==> src/rtl/reg_file.sv <==
// reg_file: 2**ADDR_WIDTH x DATA_WIDTH general-purpose register file for the
// miniRISC datapath. Two combinational read ports, one synchronous write port,
// register 0 hardwired to zero, synchronous active-high clear.

// One combinational read port: selects one entry of the flattened register
// array, forcing index 0 to zero regardless of what the storage holds.
module reg_file_rd_port #(
  parameter int DATA_WIDTH = 32,
  parameter int ADDR_WIDTH = 5,
  parameter int NUM_REGS   = 1 << ADDR_WIDTH
) (
  input  logic [NUM_REGS-1:0][DATA_WIDTH-1:0] regs,
  input  logic [ADDR_WIDTH-1:0]               raddr,
  output logic [DATA_WIDTH-1:0]               rdata
);

  // Zero-latency mux; r0 is decoded here rather than relied on in storage,
  // so reads of r0 are zero even before the first reset.
  always_comb begin
    rdata = '0;
    if (raddr != '0) rdata = regs[raddr];
  end

endmodule

module reg_file #(
  parameter int DATA_WIDTH = 32,
  parameter int ADDR_WIDTH = 5
) (
  input  logic                  clk,
  input  logic                  rst,
  input  logic [DATA_WIDTH-1:0] write_data,
  input  logic [ADDR_WIDTH-1:0] write_reg,
  input  logic                  regwrite,
  input  logic [ADDR_WIDTH-1:0] read_reg1,
  input  logic [ADDR_WIDTH-1:0] read_reg2,
  output logic [DATA_WIDTH-1:0] read_data1,
  output logic [DATA_WIDTH-1:0] read_data2
);

  localparam int NUM_REGS = 1 << ADDR_WIDTH;
  localparam int NUM_RD   = 2;

  typedef struct packed {
    logic                  en;
    logic [ADDR_WIDTH-1:0] addr;
    logic [DATA_WIDTH-1:0] data;
  } wr_req_t;

  logic [NUM_REGS-1:0][DATA_WIDTH-1:0] regs;
  logic [NUM_RD-1:0][ADDR_WIDTH-1:0]   rd_addr;
  logic [NUM_RD-1:0][DATA_WIDTH-1:0]   rd_data;
  wr_req_t                             wr;

  // Writes to r0 are dropped at the request so the storage never has to
  // special-case it.
  assign wr.en   = regwrite && (write_reg != '0);
  assign wr.addr = write_reg;
  assign wr.data = write_data;

  // Storage: reset clears every entry and wins over a same-cycle write.
  always_ff @(posedge clk) begin
    if (rst)        regs          <= '0;
    else if (wr.en) regs[wr.addr] <= wr.data;
  end

  assign rd_addr[0] = read_reg1;
  assign rd_addr[1] = read_reg2;

  // No write bypass: a read of the register being written shows the old
  // value until the edge, the new value right after.
  for (genvar p = 0; p < NUM_RD; p++) begin : g_rd
    reg_file_rd_port #(
      .DATA_WIDTH (DATA_WIDTH),
      .ADDR_WIDTH (ADDR_WIDTH),
      .NUM_REGS   (NUM_REGS)
    ) u_rd (
      .regs  (regs),
      .raddr (rd_addr[p]),
      .rdata (rd_data[p])
    );
  end

  assign read_data1 = rd_data[0];
  assign read_data2 = rd_data[1];

endmodule

==> config.mk <==
export PLATFORM = sky130hd
export DESIGN_NAME = reg_file
export DESIGN_NICKNAME = d
export VERILOG_FILES = /design/src/rtl/reg_file.sv
export SDC_FILE = /design/constraint.sdc
export NUM_CORES = 2
export LEC_CHECK = 0
export BUFFER_PORTS_ARGS = -buffer_cell sky130_fd_sc_hd__buf_2
export CORE_MARGIN = 3
export CORE_UTILIZATION = 50
export CTS_CLUSTER_DIAMETER = 200
export CTS_CLUSTER_SIZE = 28
export DETAILED_ROUTE_END_ITERATION = 10
export GPL_ROUTABILITY_DRIVEN = 0
export GPL_TIMING_DRIVEN = 0
export PLACE_DENSITY_LB_ADDON = 0.08
export SLEW_MARGIN = 10
export SYNTH_ARGS = -nofsm -noshare
export SYNTH_HDL_FRONTEND = slang
export SYNTH_SLANG_ARGS = --single-unit
==> constraint.sdc <==
create_clock -name clk -period 5.35 [get_ports clk]
set_clock_uncertainty 0.1 [all_clocks]
set_input_delay 1.07 -clock clk [delete_from_list [all_inputs] [get_ports clk]]
set_output_delay 1.07 -clock clk [all_outputs]
set_load 0.05 [all_outputs]
==> results.tsv <==
metric	value	unit
Layout fillers	9780	
RSZ-0062 raised after global routing	false	
post-route ant nets	0	
TritonCTS clock tree	built	
setup_tns	-1.456	ns
Die Y	327.6	um
Starting Density	0.5060	
power per standard cell area	248.3	nW/um^2
cts bufs inserted	42	
Initial DRC Count	6857	
total gr overflow	0	
register area	20500	um^2
Final setup viols	21	
Synth cell types	39	
Critical Path Sink Type	output pin	
clock buffer depth	3	
area delta synth->final	6.936	%
outcome	finished with violations	
asr flop ratio synth	0	
Area contributors post-synth	dfxtp_1 (40%), mux4_2 (20%), nand2_1 (15%)	
Crit Path Max Fanout	12	
drt total wl	224.4	mm
synthesized area	51700	um^2
Hold Buf Count CTS	0	
Final period util	1.036	
Clock Sinks	1024	
Via density	6.508	
CP endpoint	read_data2[31]	
number of I/O pins	114	
Leakage	17.66	nW
via count	47870	
GRT Util Overall	0.4075	
first-pass GRT wire length	316.0	mm
1st-pass router iterations	6	
syn avg cell area	8.868	um^2
layout cell share with drive strength beyond 1	0.1430	
clk_lat worst skew	0.69	ns
R2R Path Start	regs[998]	
failing checks	negative setup slack	
placed cell area	53940	um^2
worst relative slew slack	0.1176	
crit path launch	read_reg2[1]	
sequential area share after synthesis	0.3965	
core area	102200	um^2
die area	107300	um^2
worst slew pin tran	1.324	ns
R2R setup slack	4.48	ns
WP data required	4.18	ns
initial antenna violation count	10	
Post CTS Setup Buffer Count	0	
Tmin final	5.545	ns
Final WS setup	-0.1948	ns
Rows	117	
largest net degree at the start of global routing	29	
Final Util	0.5411	
max-capacitance violation count	0	
Syn Inst Count	5830	
Die W	327.6	um
worst vdd ir	0.2337	mV
Mapped Nets	5880	
DP HPWL	173.3	mm
Peak Freq	180.3	MHz
post-synth top area share	0.3965	
WL/cell	30.50	um
port bufs	104	
crit path launch type	input pin	
DRC errors left	0	
Total Nets Final	6027	
worst hold margin	0.3726	ns
multi-input combinational cell area	28510	um^2
biggest regs	regs (1024)	
H-Tree Depth	2	
Synth Flop Type	dfxtp_1	
Hold Path Class	reg -> reg	
max-slew violation count	0	
post-place setup slack	-1.004	ns
fin area	55290	um^2
area leader, netlist	dfxtp_1	
CP Data Arrival Time	4.37	ns
Final Hold Viols	0	
max FFs per register	1024	
EDFF count, synth	0	
register with the highest flop count	regs	
yosys warns	0	
Clock transition at path regs	0.11	ns
#FFs+latches synth	1024	
R2R cell count	2	
critical path type	in -> out	
vias in the first global route	45070	
worst r2r dst	regs[998]	
CTS Root Cell	clkbuf_16	
==> critical path, cell delays in order <==
cell and delay (ns):
buf_2 0.41, buf_4 0.47, buf_2 0.50, mux4_2 0.38
nor2b_1 0.14, a211oi_1 0.78, a311oi_2 0.26, buf_2 0.33
==> cell families after synthesis <==
logic type / count (synthesis) / synth area share
flip-flops: 1024 / 0.3965
AND/OR/NAND/NOR: 2185 / 0.1649
multiplexers: 672 / 0.2393
buffers and inverters: 624 / 0.05552
AO/OA/AOI/OAI: 1325 / 0.1438
==> per-stage QoR <==
stage	power, mW	std cells
2_1_floorplan	8.918	5830
3_3_place_gp	9.652	7302
3_5_place_dp	9.662	7302
4_1_cts	13.62	7347
5_1_grt	13.96	7347
6_report	13.73	7356
==> cell type report <==
class / instances / share of cell area
inverters: 2 / 0.0001358
plain buffers: 621 / 0.05194
clock inverters: 1 / 0.0002942
repair buffers: 104 / 0.009415
flip-flops and latches: 1024 / 0.3708
well taps: 1368 / 0.03096
diodes: 9 / 0.0004074
clock buffers: 45 / 0.02037
multi-input cells: 4182 / 0.5157
==> metal layers <==
metal  global-route usage  vias up  wire [um]
met1               0.5194    23200      82340
met2               0.6152     3274      97730
li1                     -    20640          -
met3               0.1158      751      28080
met4               0.2461        4      16200
met5                    0        -         23
==> report_power, final <==
group / switching, mW / internal (mW)
logic: 1.40 / 0.466
clock network: 2.61 / 1.52
registers: 0.0498 / 7.68
total: 4.06 / 9.66
==> how the worst min path moves through the flow <==
| stage | slack [ns] | to | depth (start not counted) | startpoint |
|---|---|---|---|---|
| after floorplan | 0.34 | regs[130] | 2 | regs[130] |
| after global placement | 0.35 | regs[47] | 2 | regs[47] |
| final | 0.37 | regs[60] | 2 | regs[60] |
| after detailed placement | 0.36 | regs[75] | 2 | regs[75] |
| after global routing | 0.39 | regs[787] | 2 | regs[787] |
| after CTS | 0.37 | regs[75] | 2 | regs[75] |
==> repair_timing <==
| item | CTS | global route |
|---|---|---|
| endpoints found under the setup margin | 30 | 9 |
| hold endpoints to repair | 0 | 0 |
| pin swaps | 0 | 1 |
| gates resized for setup | 20 | 15 |
==> cell usage after synthesis (all sizes together) (2+ instances only) <==
cell	n
nand2	2054
dfxtp	1024
a21oi	992
mux4	448
clkbuf	342
buf	280
mux2i	192
o21ai	77
nor2b	71
a22oi	64
a221oi	45
a211oi	32
a221o	32
a311oi	32
a31oi	32
mux2	32
nor2	20
o2111ai	19
and2	18
nor3	4
and4b	3
and4bb	3
nand2b	3
nand4b	3
inv	2
==> cell usage in the layout, fill, tap and decap left out, drive strengths merged, types with 2 or more instances in the layout <==
cell     netlist  routed
and2          18      18
a22oi         64      64
diode          0       9
a311oi        32      32
buf          280     383
o2111ai       19      19
nand2       2054    2054
a221o         32      32
a31oi         32      32
and4b          3       3
inv            2       2
nor3           4       4
mux2i        192     192
a221oi        45      45
nor2          20      20
and4bb         3       3
clkbuf       342     387
mux4         448     448
nand2b         3       3
a21oi        992     992
mux2          32      32
dfxtp       1024    1024
nand4b         3       3
o21ai         77      77
a211oi        32      32
nor2b         71      71
Note: power is estimated with default switching activity, not from simulation.
